[src/rtl/axis_ema_mc.sv]
// rtl/axis_ema_mc.sv - multi-channel AXI4-Stream exponential moving average filter
// Optional build macro: EMA_ROUND_EN (round-half-up output instead of truncation).
// Each channel keeps an unsigned accumulator with FRAC_W guard bits.
// Samples arrive round-robin across channels, and TLAST restarts the rotation at channel 0.
module axis_ema_mc #(
  parameter int DATA_W      = 32,
  parameter int NUM_CH      = 1,
  parameter int ALPHA_SHIFT = 2,
  parameter int FRAC_W      = 8,
  parameter int INIT_VALUE  = 1000,
  parameter int SEED_FIRST  = 0,
  localparam int CH_W       = (NUM_CH > 1) ? $clog2(NUM_CH) : 1,
  localparam int KEEP_W     = DATA_W / 8
) (
  input  logic              ACLK,
  input  logic              ARESETN,
  input  logic [DATA_W-1:0] S_AXIS_TDATA,
  input  logic [KEEP_W-1:0] S_AXIS_TKEEP,
  input  logic              S_AXIS_TLAST,
  input  logic              S_AXIS_TVALID,
  output logic              S_AXIS_TREADY,
  output logic [DATA_W-1:0] M_AXIS_TDATA,
  output logic [KEEP_W-1:0] M_AXIS_TKEEP,
  output logic              M_AXIS_TLAST,
  output logic              M_AXIS_TVALID,
  input  logic              M_AXIS_TREADY,
  output logic [CH_W-1:0]   M_AXIS_TDEST
);

  localparam int AW = DATA_W + FRAC_W;
  localparam logic [AW-1:0] INIT_ACC = AW'(INIT_VALUE) << FRAC_W;

  logic [AW-1:0]     acc_q [NUM_CH];
  logic [NUM_CH-1:0] seeded_q;
  logic [CH_W-1:0]   ch_ptr_q;
  logic [CH_W-1:0]   ch_ptr_d;
  logic [AW-1:0]     acc_d;
  logic [DATA_W-1:0] out_d;

  logic              m_tvalid_q;
  logic [DATA_W-1:0] m_tdata_q;
  logic [KEEP_W-1:0] m_tkeep_q;
  logic              m_tlast_q;
  logic [CH_W-1:0]   m_tdest_q;

  logic              accept;
  logic [AW-1:0]     acc_cur;
  logic [AW-1:0]     x_fix;
  logic signed [AW:0] diff;
  logic signed [AW:0] step;
  logic [AW:0]       sum;
  logic              unused_sum_msb;

  // Ready depends only on the output register and downstream ready, never on TVALID.
  assign S_AXIS_TREADY = ~m_tvalid_q | M_AXIS_TREADY;
  assign accept        = S_AXIS_TVALID & S_AXIS_TREADY;

  assign M_AXIS_TVALID = m_tvalid_q;
  assign M_AXIS_TDATA  = m_tdata_q;
  assign M_AXIS_TKEEP  = m_tkeep_q;
  assign M_AXIS_TLAST  = m_tlast_q;
  assign M_AXIS_TDEST  = m_tdest_q;

  // Filter step for the channel the pointer selects; the result always lies between acc and x.
  always_comb begin
    acc_cur = acc_q[ch_ptr_q];
    x_fix   = AW'(S_AXIS_TDATA) << FRAC_W;
    diff    = $signed({1'b0, x_fix}) - $signed({1'b0, acc_cur});
    step    = diff >>> ALPHA_SHIFT;
    sum     = {1'b0, acc_cur} + $unsigned(step);
    acc_d   = sum[AW-1:0];
    if ((SEED_FIRST != 0) && !seeded_q[ch_ptr_q]) begin
      acc_d = x_fix;
    end
  end
  assign unused_sum_msb = sum[AW];

`ifdef EMA_ROUND_EN
  logic [AW:0] rnd;
  logic        unused_rnd_frac;

  // Round half up on the output only, and saturate if the rounding carry leaves the sample range.
  always_comb begin
    rnd   = {1'b0, acc_d} + ((AW + 1)'(1) << (FRAC_W - 1));
    out_d = rnd[AW] ? {DATA_W{1'b1}} : rnd[AW-1:FRAC_W];
  end
  assign unused_rnd_frac = ^rnd[FRAC_W-1:0];
`else
  // Truncate the guard fraction bits.
  always_comb begin
    out_d = acc_d[AW-1:FRAC_W];
  end
`endif

  // Advance round-robin; TLAST always restarts at channel 0.
  always_comb begin
    if (S_AXIS_TLAST || (ch_ptr_q == CH_W'(NUM_CH - 1))) begin
      ch_ptr_d = '0;
    end else begin
      ch_ptr_d = ch_ptr_q + CH_W'(1);
    end
  end

  // Channel state: accumulators, seed flags and pointer move only on an accepted beat.
  always_ff @(posedge ACLK) begin
    if (!ARESETN) begin
      for (int c = 0; c < NUM_CH; c++) begin
        acc_q[c] <= INIT_ACC;
      end
      seeded_q <= '0;
      ch_ptr_q <= '0;
    end else if (accept) begin
      acc_q[ch_ptr_q]    <= acc_d;
      seeded_q[ch_ptr_q] <= 1'b1;
      ch_ptr_q           <= ch_ptr_d;
    end
  end

  // Output register: load on accept, hold under backpressure, drop valid once it drains.
  always_ff @(posedge ACLK) begin
    if (!ARESETN) begin
      m_tvalid_q <= 1'b0;
      m_tdata_q  <= '0;
      m_tkeep_q  <= '0;
      m_tlast_q  <= 1'b0;
      m_tdest_q  <= '0;
    end else if (accept) begin
      m_tvalid_q <= 1'b1;
      m_tdata_q  <= out_d;
      m_tkeep_q  <= S_AXIS_TKEEP;
      m_tlast_q  <= S_AXIS_TLAST;
      m_tdest_q  <= ch_ptr_q;
    end else if (M_AXIS_TREADY) begin
      m_tvalid_q <= 1'b0;
    end
  end

endmodule

[config.mk]
export PLATFORM = sky130hd
export DESIGN_NAME = axis_ema_mc
export DESIGN_NICKNAME = d
export VERILOG_FILES = /design/src/rtl/axis_ema_mc.sv
export SDC_FILE = /design/constraint.sdc
export NUM_CORES = 1
export LEC_CHECK = 0
export ABC_CLOCK_PERIOD_IN_PS = 11900
export CAP_MARGIN = 20
export CELL_PAD_IN_SITES_DETAIL_PLACEMENT = 0
export CELL_PAD_IN_SITES_GLOBAL_PLACEMENT = 1
export CORE_ASPECT_RATIO = 0.6
export CORE_MARGIN = 1
export CORE_UTILIZATION = 53
export DETAILED_ROUTE_END_ITERATION = 10
export DONT_BUFFER_PORTS = 1
export PLACE_DENSITY = 0.93
export REMOVE_ABC_BUFFERS = 1
export SLEW_MARGIN = 20
export SYNTH_ARGS = -nofsm -noshare
export SYNTH_HDL_FRONTEND = slang
export SYNTH_SLANG_ARGS = --single-unit
[constraint.sdc]
create_clock -name ACLK -period 11.9 [get_ports ACLK]
set_input_delay 2.38 -clock ACLK [delete_from_list [all_inputs] [get_ports ACLK]]
set_output_delay 2.38 -clock ACLK [all_outputs]
set_load 0.005 [all_outputs]
# Word-level counts from Yosys, hierarchy flattened
# Memories as Yosys holds them, arrays and structs flattened.
# Cells that the tools add are included.
[op_classes] add_sub_neg=3 muxes=9 reduce_logical=3 bitwise_logic=4
[ops] op="subtractor 40 x 40 -> 41 bit" count=1
[ops] op="adder 40 bit" count=1
[ops] op="two-way mux 40 bit" count=1
[ops] op="OR reduction 40 bit" count=1
[ops] op="two-way mux 1 bit" count=8
[ops] op="NOT 1 bit" count=2
[ops] op="nonzero test 2 bit" count=1
[ops] op="adder 1 bit (second input constant)" count=1
[ops] op="bitwise AND 1 bit" count=1
[ops] op="logical OR 1 bit" count=1
[ops] op="bitwise OR 1 bit" count=1
[word_totals] mem_count=1 input_bits=41 ram_bits=40 ff_bits=40
[memory_table] memory="acc_q" words=1 word_bits=40 read_ports=1 rd_ports_with_merged_regs=0 write_ports=1 line="33" source="logic [AW-1:0] acc_q [NUM_CH];"

# Longest topological paths before layout
[depth] ltp_word=8 depth_mapped=21 mapped_depth_nobuf=21

# Least setup slack after synthesis
# No wires, ideal clock.
[synth_path] kind="input to register" startpoint="input S_AXIS_TDATA[2]" endpoint="memory acc_q[0][32] (netlist name), data pin" cell_stages=20 setup_slack_ns=5.514 arrival_ns=6.255 t_required_ns=11.769 setup_time_ns=0.131 path_cell_list="ha_1 and4_1 and3_1 or2_2 o21a_1 o21a_1 o21a_1 nor2_1 xnor2_1 ha_1 buf_6 a21o_1 a21o_1 a21o_1 a221o_1 a221oi_2 a21o_1 a21oi_1 or3_1 nand2_1"
[synth_via] elab_chain_cells=3
[synth_rtl] item="start: declaration" line="17" source="input logic [DATA_W-1:0] S_AXIS_TDATA,"
[synth_rtl] item="subtractor 40 x 40 -> 41 bit" line="68" source="diff = $signed({1'b0, x_fix}) - $signed({1'b0, acc_cur});"
[synth_rtl] item="adder 40 bit" line="70" source="sum = {1'b0, acc_cur} + $unsigned(step);"
[synth_rtl] item="two-way mux 40 bit (no source line)"
[synth_rtl] item="end: declaration" line="33"
# Every way passes these cells.

# Final worst setup path
[layout_path] startpoint="input S_AXIS_TDATA[0]" endpoint="memory acc_q[0][39] (netlist name), data pin"
# Same word-level chain as after synthesis.

==> flow_metrics.tcl <==
set metrics [dict create \
    worstSetupEndpointType "flop" \
    grt-ovfl-total 0 \
    slew_headroom 0.556 \
    fmax_ghz 0.147 \
    drt-wirelength-per-cell_microns 18.4 \
    slew_violations 0 \
    clk_latency_ps 350 \
    yosysUniqueCellTypes 68 \
    timing.final.crit_period_ps 6790 \
    netlist.area_leader.share 0.185 \
    rows 30 \
    hold_class "flop to flop" \
    min_period_over_period 0.570 \
    rsz0062_at_grt "no" \
    synthArstFlopShare 0 \
    synth_warnings 0 \
    hold_violations 0 \
    status "finished clean" \
    dieArea_sq_um 12700 \
    post_synth.cell_area_avg_sq_um 8.69 \
    cts.repair.resized 0 \
    port_buffers 0 \
    grt_max_degree 39 \
    core_sq_um 11600 \
    holdPathStages 2 \
    totalWireLength_microns 16700 \
    cts_root_buf "clkbuf_16" \
    drive_gt1_frac 0.0616 \
    post_drt_via_cell_ratio 6.10 \
    maxCapViolCount 0 \
    route.vias.total 5533 \
    setup_violations 0 \
    criticalPathCategory "input port to flop" \
    cts_tree "built" \
    hpwl_microns 13000 \
    synth_edf_count 40 \
    timing.setup.tns_ps 0 \
    syn_inst 746 \
    die-height_microns 87.7 \
    finClkSkew_ps 8.92 \
    num_io_pins 81 \
    start_util 0.559 \
    grt_usage 0.274 \
    rr_worst_depth 19 \
    clk_path_buf_depth 2 \
    gp_congestion 0.892 \
    worst_pin_slew_ps 663 \
    path_clk_slew_ps 60 \
    syn_to_final_growth_pct 6.72 \
    ys_seq_elements 80 \
    synth_area_leaders "edfxtp_1 19%, ha_1 14%, dfxtp_1 12%" \
    drc 0 \
    antenna_found_initial 0 \
    yosysTopAreaCell "edfxtp_1" \
    critPathLaunchType "input port" \
    grt_pass1_vias 5343 \
    worst-path-max-fanout 7 \
    cp_data_arrival_time_ps 6890 \
    die_w_microns 145 \
    post_cts_buffers 0 \
    clock-sinks 80 \
    dr.first_iter.drc_count 398 \
    synth_area_sq_um 6480 \
    synth_common_cells "73 x ha_1, 73 x nand2_1, 64 x nor2_1, 54 x a21oi_1, 51 x a21o_1" \
    h-tree-depth 3 \
    fin_nets 857 \
    ys.flop_type "edfxtp_1" \
    detail-route-antenna-nets 0 \
    diodes 0 \
    critPathRequiredTime_ps 12000 \
    drt_first_pass_iters 5 \
    fill_cells 1021 \
    ys_seq_area_frac 0.309 \
    hold_buffers 0 \
    grt_pass1_wl_microns 26600 \
    cts_made_buffers 9 \
]
-- layout make-up --
cell class	instances	area [sq um]	share of cell area
clock buffer	9	225	0.0326
tap	160	200	0.0289
sequential	80	2000	0.289
timing repair buffer	4	30.0	0.00434
inverter	48	180	0.0260
multi-input combinational	599	4220	0.610
clock inverter	7	61.3	0.00886
-- cell families (layout without fill, tap and decap cells) --
kind of cell | Yosys count | after routing | synth area share
buf+inv | 67 | 68 | 0.0403
fa+ha+maj | 74 | 74 | 0.144
xor+xnor | 55 | 55 | 0.0743
flops | 80 | 80 | 0.309
compound gates | 231 | 231 | 0.254
simple gates | 237 | 237 | 0.175
mux | 2 | 2 | 0.00309
-- registers in the layout, summed over array words and instances, names as in the netlist --
register       flops
acc_q             40
M_AXIS_TDATA      32
M_AXIS_TKEEP       4
M_AXIS_TDEST       1
M_AXIS_TLAST       1
M_AXIS_TVALID      1
ch_ptr_q           1
-- layer usage --
layer	wire length, microns	GRT usage	share of wire	vias up
met1	8600	0.405	0.52	2621
met3	1320	0.0722	0.079	10
met4	97	0.0507	0.0058	0
met5	0	0	0	-
li1	-	-	-	2713
met2	6630	0.399	0.40	189
-- cells in the final DEF, fill, tap and decap left out, types with 16 or more instances in the layout --
| cell | n |
|---|---|
| a21o_1 | 51 |
| a21oi_1 | 54 |
| and2_1 | 16 |
| dfxtp_1 | 40 |
| edfxtp_1 | 40 |
| ha_1 | 73 |
| inv_1 | 48 |
| nand2_1 | 73 |
| nand3_1 | 16 |
| nor2_1 | 64 |
| nor3_1 | 17 |
| o21ai_0 | 32 |
| xnor2_1 | 34 |
| xor2_1 | 21 |
-- worst max-delay path: stages --
cell      delay [ps]
ha_1             330
and4_1           220
and3_1           190
o31a_1           300
o2111a_2         320
o31ai_2          560
a21oi_1          160
nor2b_2          240
o21bai_1         120
xor2_1           170
ha_1             370
a21o_1           190
a211o_1          300
o22ai_1          300
nor3_1            90
a211oi_1         370
a221o_1          230
nand2_1           60
-- worst paths after layout --
check | startpoint | slack, ps | to
setup reg to reg | acc_q[0][10]$_SDFFCE_PN0P_ | 6710 | acc_q[0][39]$_SDFFCE_PN0P_
hold reg to reg | M_AXIS_TDATA[17]$_SDFFE_PN0P_ | 470 | M_AXIS_TDATA[17]$_SDFFE_PN0P_
setup / recovery | S_AXIS_TDATA[0] | 5110 | acc_q[0][39]$_SDFFCE_PN0P_
hold / removal | M_AXIS_TDATA[17]$_SDFFE_PN0P_ | 470 | M_AXIS_TDATA[17]$_SDFFE_PN0P_
-- stage by stage --
step	std cells	instance area [sq um]	util	setup WS, ps	hold slack, ps
floorplan	727	6400	-	5540	434
global placement	891	6630	0.572	5000	450
detailed placement	891	6630	0.572	4880	461
CTS	907	6920	0.596	5220	476
global route	907	6920	0.596	4830	495
finish	907	6920	0.596	5110	471
Power is not shown: default switching activity piles up to over one toggle a cycle in this logic, so the estimate is an artifact.
